==> src/rtl/forwarding_hazard_unit_pkg.sv <==
// Shared encodings for the EX-stage forwarding/hazard unit: operand-mux selects and multiplier FSM states.
package forwarding_hazard_unit_pkg;

    localparam logic [1:0] FWD_RF  = 2'b00;
    localparam logic [1:0] FWD_WB  = 2'b01;
    localparam logic [1:0] FWD_MEM = 2'b10;

    typedef enum logic {
        MS_IDLE     = 1'b0,
        MS_MUL_BUSY = 1'b1
    } mult_state_e;

endpackage

==> src/rtl/forwarding_hazard_unit_mult_cnt.sv <==
// Multiplier occupancy tracker: counts the cycles a MUL has spent in EX and flags its final cycle.
module mult_latency_counter
    import forwarding_hazard_unit_pkg::*;
#(
    parameter int unsigned MULT_LAT = 4
) (
    input  logic clk,
    input  logic arst,
    input  logic start,
    output logic busy,
    output logic last
);

    localparam int unsigned CNT_W    = (MULT_LAT > 1) ? $clog2(MULT_LAT) : 1;
    localparam logic [CNT_W-1:0] CNT_LAST = CNT_W'(MULT_LAT - 1);
    localparam logic MUL_MULTI = (MULT_LAT > 32'd1);

    mult_state_e      r_state;
    logic [CNT_W-1:0] r_cnt;

    // Counter starts at 1 because the first EX cycle of the MUL is spent in IDLE.
    always_ff @(posedge clk or posedge arst) begin
        if (arst) begin
            r_state <= MS_IDLE;
            r_cnt   <= '0;
        end else begin
            case (r_state)
                MS_IDLE: begin
                    if (start && MUL_MULTI) begin
                        r_state <= MS_MUL_BUSY;
                        r_cnt   <= CNT_W'(1);
                    end
                end
                MS_MUL_BUSY: begin
                    if (r_cnt == CNT_LAST) begin
                        r_state <= MS_IDLE;
                        r_cnt   <= '0;
                    end else begin
                        r_cnt <= r_cnt + CNT_W'(1);
                    end
                end
                default: begin
                    r_state <= MS_IDLE;
                    r_cnt   <= '0;
                end
            endcase
        end
    end

    assign busy = (r_state == MS_MUL_BUSY);
    assign last = busy && (r_cnt == CNT_LAST);

endmodule

==> src/rtl/forwarding_hazard_unit.sv <==
// EX-stage operand forwarding selects plus load-use and multi-cycle MUL stall control for a 5-stage pipeline.
module forwarding_hazard_unit
    import forwarding_hazard_unit_pkg::*;
#(
    parameter int unsigned REG_ADDR_W = 5,
    parameter int unsigned MULT_LAT   = 4
) (
    input  logic                  clk,
    input  logic                  arst,
    input  logic [REG_ADDR_W-1:0] id_ex_rs1,
    input  logic [REG_ADDR_W-1:0] id_ex_rs2,
    input  logic [REG_ADDR_W-1:0] id_ex_rd,
    input  logic                  id_ex_mem_read,
    input  logic                  id_ex_is_mult,
    input  logic [REG_ADDR_W-1:0] if_id_rs1,
    input  logic [REG_ADDR_W-1:0] if_id_rs2,
    input  logic [REG_ADDR_W-1:0] ex_mem_rd,
    input  logic                  ex_mem_reg_write,
    input  logic [REG_ADDR_W-1:0] mem_wb_rd,
    input  logic                  mem_wb_reg_write,
    output logic [1:0]            fwd_a_sel,
    output logic [1:0]            fwd_b_sel,
    output logic                  pc_write,
    output logic                  if_id_write,
    output logic                  id_ex_write,
    output logic                  id_ex_flush,
    output logic                  ex_mem_bubble,
    output logic                  mult_busy
);

    localparam logic MUL_MULTI = (MULT_LAT > 32'd1);

    logic w_mult_busy;
    logic w_mult_last;
    logic w_mult_stall;
    logic w_load_stall;

    // The younger result (EX/MEM) takes priority; r0 is hardwired zero and never forwards.
    function automatic logic [1:0] fwd_select(
        input logic [REG_ADDR_W-1:0] rs,
        input logic [REG_ADDR_W-1:0] em_rd,
        input logic                  em_wr,
        input logic [REG_ADDR_W-1:0] wb_rd,
        input logic                  wb_wr
    );
        if (em_wr && (em_rd != '0) && (em_rd == rs)) begin
            return FWD_MEM;
        end else if (wb_wr && (wb_rd != '0) && (wb_rd == rs)) begin
            return FWD_WB;
        end
        return FWD_RF;
    endfunction

    mult_latency_counter #(
        .MULT_LAT (MULT_LAT)
    ) u_mult_cnt (
        .clk   (clk),
        .arst  (arst),
        .start (id_ex_is_mult),
        .busy  (w_mult_busy),
        .last  (w_mult_last)
    );

    always_comb begin
        w_mult_stall  = 1'b0;
        w_load_stall  = 1'b0;
        fwd_a_sel     = FWD_RF;
        fwd_b_sel     = FWD_RF;
        pc_write      = 1'b1;
        if_id_write   = 1'b1;
        id_ex_write   = 1'b1;
        id_ex_flush   = 1'b0;
        ex_mem_bubble = 1'b0;
        mult_busy     = w_mult_busy;

        fwd_a_sel = fwd_select(id_ex_rs1, ex_mem_rd, ex_mem_reg_write, mem_wb_rd, mem_wb_reg_write);
        fwd_b_sel = fwd_select(id_ex_rs2, ex_mem_rd, ex_mem_reg_write, mem_wb_rd, mem_wb_reg_write);

        w_mult_stall = MUL_MULTI && id_ex_is_mult && !w_mult_last;
        w_load_stall = id_ex_mem_read && (id_ex_rd != '0)
                       && ((id_ex_rd == if_id_rs1) || (id_ex_rd == if_id_rs2));

        pc_write      = !(w_mult_stall || w_load_stall);
        if_id_write   = !(w_mult_stall || w_load_stall);
        id_ex_write   = !w_mult_stall;
        id_ex_flush   = w_load_stall;
        ex_mem_bubble = w_mult_stall;
    end

endmodule

==> config.mk <==
export PLATFORM = sky130hd
export DESIGN_NAME = forwarding_hazard_unit
export DESIGN_NICKNAME = d
export VERILOG_FILES = /design/src/rtl/forwarding_hazard_unit_pkg.sv /design/src/rtl/forwarding_hazard_unit_mult_cnt.sv /design/src/rtl/forwarding_hazard_unit.sv
export SDC_FILE = /design/constraint.sdc
export NUM_CORES = 1
export LEC_CHECK = 0
export ABC_AREA = 1
export CAP_MARGIN = 20
export CORE_AREA = 3 3 48 50
export CTS_BUF_LIST = sky130_fd_sc_hd__clkbuf_8 sky130_fd_sc_hd__clkbuf_16
export DETAILED_ROUTE_END_ITERATION = 10
export DIE_AREA = 0 0 51 53
export PLACE_DENSITY = 0.8
export SYNTH_ARGS = -nofsm -noshare
export SYNTH_HDL_FRONTEND = slang
export SYNTH_SLANG_ARGS = --single-unit
==> constraint.sdc <==
create_clock -name clk -period 2.5 [get_ports clk]
set_clock_uncertainty 0.15 [all_clocks]
set_input_delay 0.25 -clock clk [delete_from_list [all_inputs] [get_ports clk]]
set_output_delay 0.25 -clock clk [all_outputs]
set_load 0.01 [all_outputs]
==> qor.txt, run 1 <==
Status -> finished, final reports clean
Htree depth -> 1
Slew Limit Fails -> 0
CTS tree -> yes
Seq/Total Area, Yosys -> 0.110
DRC violations left -> 0
Critical path arrival -> 1.93 ns
Area post-placement -> 1210 um2
Global-route usage over all layers -> 0.167
Gr ovfl total -> 0
Total power -> 514 uW
# hold bufs at CTS -> 0
PwrDens -> 411 nW/um2
Top layer used by detailed routing -> met3
Largest net degree at the start of global routing -> 6
Netlist Area Pre-Place -> 679 um2
CTS clk-pin slew, worst paths -> 0.03 ns
TNS Setup -> 0 ns
Num rows -> 16
Fin area -> 1250 um2
Setup violations, final -> 0
FMAX -> 430 MHz
Die area -> 2700 um2
Area Overhead vs Synth -> 84.2%
Global-route wire length before repair -> 3460 um
1st-iter DRT viols -> 9
Sw Ratio -> 0.327
Least-Margin Pin Slew -> 0.217 ns
Final Critical Period -> 2.33 ns
Final hold vios -> 0
Tightest Hold Check Type -> in -> async
Worst Path Max Fanout -> 4
HPWL Detailed -> 1880 um
Final ANT Viol Nets -> 0
WHS -> 0.0615 ns
Filler cell count -> 184
CTS resizes -> 0
Cell count after synthesis -> 112
Worst Path Required -> 2.10 ns
Max IR drop VDD -> 0.376 mV
WL/cell -> 10.4 um
Met3 WL post-DR -> 202 um
Met1 WL -> 803 um
DRT Pass-1 Iters -> 4
YS warnings -> 0
Clock Latency Late Sink -> 0.21 ns
Cell leakage power -> 0.000566 uW
Syn_area_per_cell -> 6.07 um2
Crit start category -> input port
Vias in the first global route -> 901
Post-Syn Nets -> 154
Combinational share of power -> 0.570
Post-route clock period utilization -> 0.930
Core ar. -> 1940 um2
Post-DR vias/cell -> 4.44
Vias -> 853
Ant diodes -> 0
Sequential fraction of design power -> 0.174
Postcts setup bufs -> 0
Layout Nets -> 208
Initial Util -> 0.350
Die height -> 53 um
CP endpoint kind -> output pin
Max-cap violations -> 0
Critical path type -> in -> out
PortBufs -> 50
Number of I/O pins -> 51
Register bit total from synthesis -> 3
Num CTS Buffers -> 3
Share of cells above drive strength 1 -> 0.115
Placer Congestion -> 0.780
RSZ-0062 raised after global routing -> false
Rel. slew slack -> 0.854
Root buf cell -> clkbuf_8
Clk pwr share -> 0.255
Initial antenna violation count -> 0
Internal power -> 346 uW
Synth cell types -> 21
Met2 Routed Length -> 998 um
Die width -> 51 um
Switch Pwr -> 168 uW
Routed WL -> 2000 um
Clock tree buffer depth -> 2
Clk sinks -> 3
[flip-flops by register name, summed over array words and instances, names as in the netlist]
| name | cells |
|---|---|
| u_mult_cnt.r_cnt | 2 |
| u_mult_cnt.busy | 1 |
[Yosys cell counts]
master	instances	share of area
a21oi_1	3	0.022
a21oi_2	2	0.026
a22o_1	1	0.013
buf_4	1	0.011
dfrtp_1	3	0.11
ha_1	1	0.018
inv_1	15	0.083
inv_2	4	0.022
nand2_1	29	0.16
nand2_2	3	0.028
nand3_1	3	0.022
nand3_2	2	0.029
nand4_1	1	0.0092
nor2_1	13	0.072
nor2_2	2	0.018
nor3_1	3	0.022
nor3_2	2	0.029
o21ai_1	1	0.0074
o21ai_2	1	0.013
xnor2_1	16	0.21
xor2_1	6	0.077
[power groups by stage]
stage / logic, uW / clock network (uW) / registers, uW
5_1_grt: 325 / 142 / 94.6
3_5_place_dp: 295 / 0 / 90.1
6_report: 293 / 131 / 89.6
4_1_cts: 297 / 136 / 89.5
2_1_floorplan: 147 / 0 / 90.6
3_3_place_gp: 286 / 0 / 88.3
[routing by layer]
metal  vias to the layer above  GRT usage
met5                         -          0
met4                         0     0.0269
met3                         0     0.0451
met2                        43      0.330
met1                       363      0.175
li1                        447          -
[area by class of cell]
type / instances / area (um2) / share of cell area
clock buffer: 3 / 41.3 / 0.0330
clock inverter: 1 / 3.75 / 0.00300
inverter: 19 / 71.3 / 0.0570
multi-input combinational: 89 / 526 / 0.420
sequential: 3 / 75.1 / 0.0600
tap: 27 / 33.8 / 0.0270
timing repair buffer: 50 / 500 / 0.400
[worst max-delay path, cell delays in order]
cell and delay [ns]:
clkdlybuf4s50_1 0.48, nor3_1 0.25, nand3_1 0.12, nand2_2 0.09
inv_1 0.05, a21oi_2 0.14, clkdlybuf4s50_1 0.55
[worst paths after layout]
path                                       endpoint  slack [ns]           startpoint  cells past startpoint
worst max-delay path                       pc_write        0.17          id_ex_rd[3]                      7
worst min-delay path            u_mult_cnt.r_cnt[1]        0.06                 arst                      2
worst max register to register  u_mult_cnt.r_cnt[1]        1.34  u_mult_cnt.r_cnt[0]                      2
worst min register to register  u_mult_cnt.r_cnt[1]        0.36  u_mult_cnt.r_cnt[1]                      1
max in group asynchronous       u_mult_cnt.r_cnt[0]        2.01                 arst                      2
min in group clk                u_mult_cnt.r_cnt[1]        0.36  u_mult_cnt.r_cnt[1]                      1
[layout by cell type, fill, tap and decap left out]
cell type        Yosys  routed
xor2_1               6       6
inv_2                4       4
nand3_1              3       3
nor2_1              13      13
a21oi_2              2       2
clkdlybuf4s50_1      0      50
o21ai_2              1       1
inv_1               15      16
a22o_1               1       1
nand4_1              1       1
nor3_2               2       2
dfrtp_1              3       3
nand2_1             29      29
a21oi_1              3       3
nor3_1               3       3
nand2_2              3       3
clkbuf_8             0       3
ha_1                 1       1
nor2_2               2       2
nand3_2              2       2
xnor2_1             16      16
o21ai_1              1       1
[cells by family after synthesis]
| group | synth area share |
|---|---|
| buffers and inverters | 0.116 |
| AO/OA/AOI/OAI | 0.0810 |
| adder cells (fa/ha/maj) | 0.0184 |
| XOR/XNOR | 0.284 |
| AND/OR/NAND/NOR | 0.390 |
| flip-flops | 0.110 |
[stage by stage]
| step | util | setup slack (ns) | std cells |
|---|---|---|---|
| floorplan | - | 0.846 | 112 |
| global placement | 0.621 | 0.254 | 188 |
| detailed placement | 0.621 | 0.140 | 188 |
| CTS | 0.644 | 0.139 | 192 |
| global route | 0.644 | 0.0240 | 192 |
| finish | 0.644 | 0.174 | 192 |
No activity file was read; power rests on OpenSTA's default activity.
==> run 2: changes to the inputs <==
Settings changed: ABC_AREA 1 to not set, CORE_AREA 3 3 48 50 to 3 3 46 48, DIE_AREA 0 0 51 53 to 0 0 49 51.
==> run 2 against run 1 <==
  * Combinational power shrank 6.8%
  * Worst setup slack lost 0.097 ns
  * Global-route usage shrank 0.38 points
  * Non-clock buffer count grew 10
  * Sequential power grew 9.5%
  * Largest power group unchanged
  * Register-to-register slack is essentially flat
  * Core utilization grew 4.3 points
  * Critical path depth shrank 2
  * Clock-buffer cell count is the same
  * Cell count shrank 18%
==> qor.txt, run 2 <==
Clk sinks -> 3 (unchanged)
Ant diodes -> 0 (unchanged)
Register bit total from synthesis -> 3 (unchanged)
Largest stage delay, worst path -> 0.56 ns (was 0.55 ns)
YS warnings -> 0 (unchanged)
Area post-placement -> 1150 um2 (was 1210 um2)
Post-DR vias/cell -> 4.57 (was 4.44)
Root buf cell -> clkbuf_8 (unchanged)
CTS tree -> yes (unchanged)
Synth cell types -> 20 (was 21)
Setup violations, final -> 0 (unchanged)
Synth Area in Compound Gates -> 0.0769 (was 0.0810)
Placer Congestion -> 0.793 (was 0.780)
Slew Limit Fails -> 0 (unchanged)
Post-route clock period utilization -> 0.969 (was 0.930)
Max IR drop VDD -> 0.276 mV (was 0.376 mV)
Worst Path Max Fanout -> 2 (was 4)
Crit start category -> input port (unchanged)
Most frequent cells in the layout -> clkdlybuf4s50_1, xnor2_1, xor2_1 (was clkdlybuf4s50_1, nand2_1, xnor2_1, inv_1, nor2_1)
Gr ovfl total -> 0 (unchanged)
Clock tree buffer depth -> 2 (unchanged)
Post-synth top area cell -> xnor2_1 (unchanged)
Die area -> 2500 um2 (was 2700 um2)
Post-Synth Simple-Gate Area -> 0.256 (was 0.390)
Routed WL -> 1930 um (was 2000 um)
Most common cell after layout, fill and taps aside -> clkdlybuf4s50_1 (unchanged)
Fin area -> 1200 um2 (was 1250 um2)
Top post-synthesis cells by count -> xnor2_1, xor2_1, nand2_1 (was nand2_1, xnor2_1, inv_1)
Synth top area cells -> xnor2_1, xor2_1, dfrtp_1 (was xnor2_1, nand2_1, dfrtp_1)
Status -> finished, final reports clean (unchanged)
Post-synth ARST share -> 1.00 (unchanged)
FMAX -> 413 MHz (was 430 MHz)
Postcts setup bufs -> 0 (unchanged)
HPWL Detailed -> 1700 um (was 1880 um)
Layout Nets -> 175 (was 208)
Bufs and invs on worst path -> 2 (was 3)
Count leader, synth -> xnor2_1 (was nand2_1)
Clock Latency Late Sink -> 0.21 ns (about the same)
Vias in the first global route -> 734 (was 901)
Post-Synth Adder-Cell Area -> 0.0226 (was 0.0184)
CTS clk-pin slew, worst paths -> 0.03 ns (about the same)
Total power -> 506 uW (was 514 uW)
Mux cell area share after synthesis -> 0 (unchanged)
Reg with most FFs -> u_mult_cnt.r_cnt (unchanged)
WHS -> 0.0623 ns (was 0.0615 ns)
Least-Margin Pin Slew -> 0.341 ns (was 0.217 ns)
Global-route usage over all layers -> 0.163 (was 0.167)
RSZ-0062 raised after global routing -> false (unchanged)
Largest net degree at the start of global routing -> 8 (was 6)
CP endpoint kind -> output pin (unchanged)
Critical path arrival -> 2.02 ns (was 1.93 ns)
Crit path max-delay family -> buffers and inverters (unchanged)
Critical path type -> in -> out (unchanged)
Post-Syn Nets -> 111 (was 154)
Final Critical Period -> 2.42 ns (was 2.33 ns)
Die height -> 51 um (was 53 um)
Predominant post-synthesis flop cell -> dfrtp_1 (unchanged)
DRC violations left -> 0 (unchanged)
Num rows -> 15 (was 16)
WL/cell -> 12.3 um (was 10.4 um)
Initial antenna violation count -> 0 (unchanged)
CP cell instances -> clkdlybuf4s50_1, or4_1, o21ai_2, nor4_2, clkdlybuf4s50_1 (was clkdlybuf4s50_1, nor3_1, nand3_1, nand2_2, inv_1, a21oi_2, clkdlybuf4s50_1)
Final ANT Viol Nets -> 0 (unchanged)
Share of cells above drive strength 1 -> 0.152 (was 0.115)
Die width -> 49 um (was 51 um)
Htree depth -> 1 (unchanged)
DRT Pass-1 Iters -> 4 (unchanged)
Core ar. -> 1750 um2 (was 1940 um2)
Rel. slew slack -> 0.771 (was 0.854)
Slowest cell on the critical path -> or4_1 (was clkdlybuf4s50_1)
Global-route wire length before repair -> 3110 um (was 3460 um)
Vias -> 718 (was 853)
Post-synth EDFFs -> 0 (unchanged)
Cell count after synthesis -> 69 (was 112)
Num CTS Buffers -> 3 (unchanged)
Number of I/O pins -> 51 (unchanged)
Filler cell count -> 137 (was 184)
Final hold vios -> 0 (unchanged)
Area Overhead vs Synth -> 117% (was 84.2%)
Initial Util -> 0.317 (was 0.350)
Netlist Area Pre-Place -> 553 um2 (was 679 um2)
PwrDens -> 422 nW/um2 (was 411 nW/um2)
Post-Synth XOR/XNOR Area -> 0.475 (was 0.284)
Tightest Hold Check Type -> in -> async (unchanged)
PortBufs -> 50 (unchanged)
Cell leakage power -> 0.000472 uW (was 0.000566 uW)
Max-cap violations -> 0 (unchanged)
Syn_area_per_cell -> 8.01 um2 (was 6.07 um2)
Seq/Total Area, Yosys -> 0.136 (was 0.110)
Worst Path Required -> 2.10 ns (about the same)
Synth top area share -> 0.253 (was 0.206)
Largest register FFs -> 2 (unchanged)
Combinational family with the most area after synthesis -> XOR/XNOR gates (was simple AND/OR/NAND/NOR gates)
1st-iter DRT viols -> 13 (was 9)
CP dominant cell by count -> clkdlybuf4s50_1 (unchanged)
run 2: cell types whose count changed after synthesis, sizes merged, moves of 5 or more:
cell and change:
nor2 -13, inv -16, a21oi -5, nand2 -26, xor2 +8
run 2: cell type report:
type,count,area (um2),area share
Multi-Input combinational cell,62,472,0.393
Inverter,3,11.3,0.00938
Sequential cell,3,75.1,0.0626
Timing Repair Buffer,60,566,0.471
Clock buffer,3,41.3,0.0344
Clock inverter,1,3.75,0.00313
Tap cell,25,31.3,0.0261
run 2: final timing paths:
path / startpoint / end / slack, ns / depth (start not counted)
min in group clk: u_mult_cnt.r_cnt[0] / u_mult_cnt.r_cnt[0] / 0.36 / 1
max in group asynchronous: arst / u_mult_cnt.r_cnt[1] / 2.01 / 2
worst min register to register: u_mult_cnt.r_cnt[0] / u_mult_cnt.r_cnt[0] / 0.36 / 1
worst min-delay path: arst / u_mult_cnt.r_cnt[0] / 0.06 / 2
worst max register to register: u_mult_cnt.r_cnt[0] / u_mult_cnt.r_cnt[0] / 1.35 / 3
worst max-delay path: ex_mem_rd[4] / fwd_b_sel[1] / 0.08 / 5
run 2: kinds of logic (layout without fill, tap and decap cells):
group / after synthesis / count (layout)
XOR/XNOR: 30 / 30
adder cells (fa/ha/maj): 1 / 1
flip-flops: 3 / 3
AND/OR/NAND/NOR: 24 / 24
buffers and inverters: 4 / 67
AO/OA/AOI/OAI: 7 / 7
run 2: through the flow:
stage               std cells  TNS (ns)   util  setup slack [ns]
floorplan                  69         0      -             0.706
global placement          153    -0.388  0.660            -0.195
detailed placement        153    -0.447  0.660            -0.226
CTS                       157         0  0.692            0.0310
global route              157         0  0.687           0.00658
finish                    157         0  0.687            0.0778
run 2: what timing repair did:
action / in CTS / in global routing
hold buffers: 0 / 0
pin swaps: 0 / 0
gates resized for setup: 4 / 4
endpoints found under the setup margin: 4 / 2
run 2: routing by layer:
layer,wire length [um],share of wire,track usage,vias to the layer above
met2,912,0.47,0.287,50
met4,10,0.0052,0.0806,0
li1,-,-,-,364
met1,758,0.39,0.166,302
met3,244,0.13,0.0671,2
met5,0,0,0,-
run 2: worst register-to-register path: stages, from the launching register on:
cell	delay (ns)
dfrtp_1	0.39
ha_1	0.21
nand2b_1	0.15
o22ai_1	0.16
run 2: power by group:
part	internal (uW)	leakage, uW	switching [uW]
Combinational	165	0.000410	108
Clock	104	0.0000269	30.8
Sequential	74.5	0.0000353	23.6
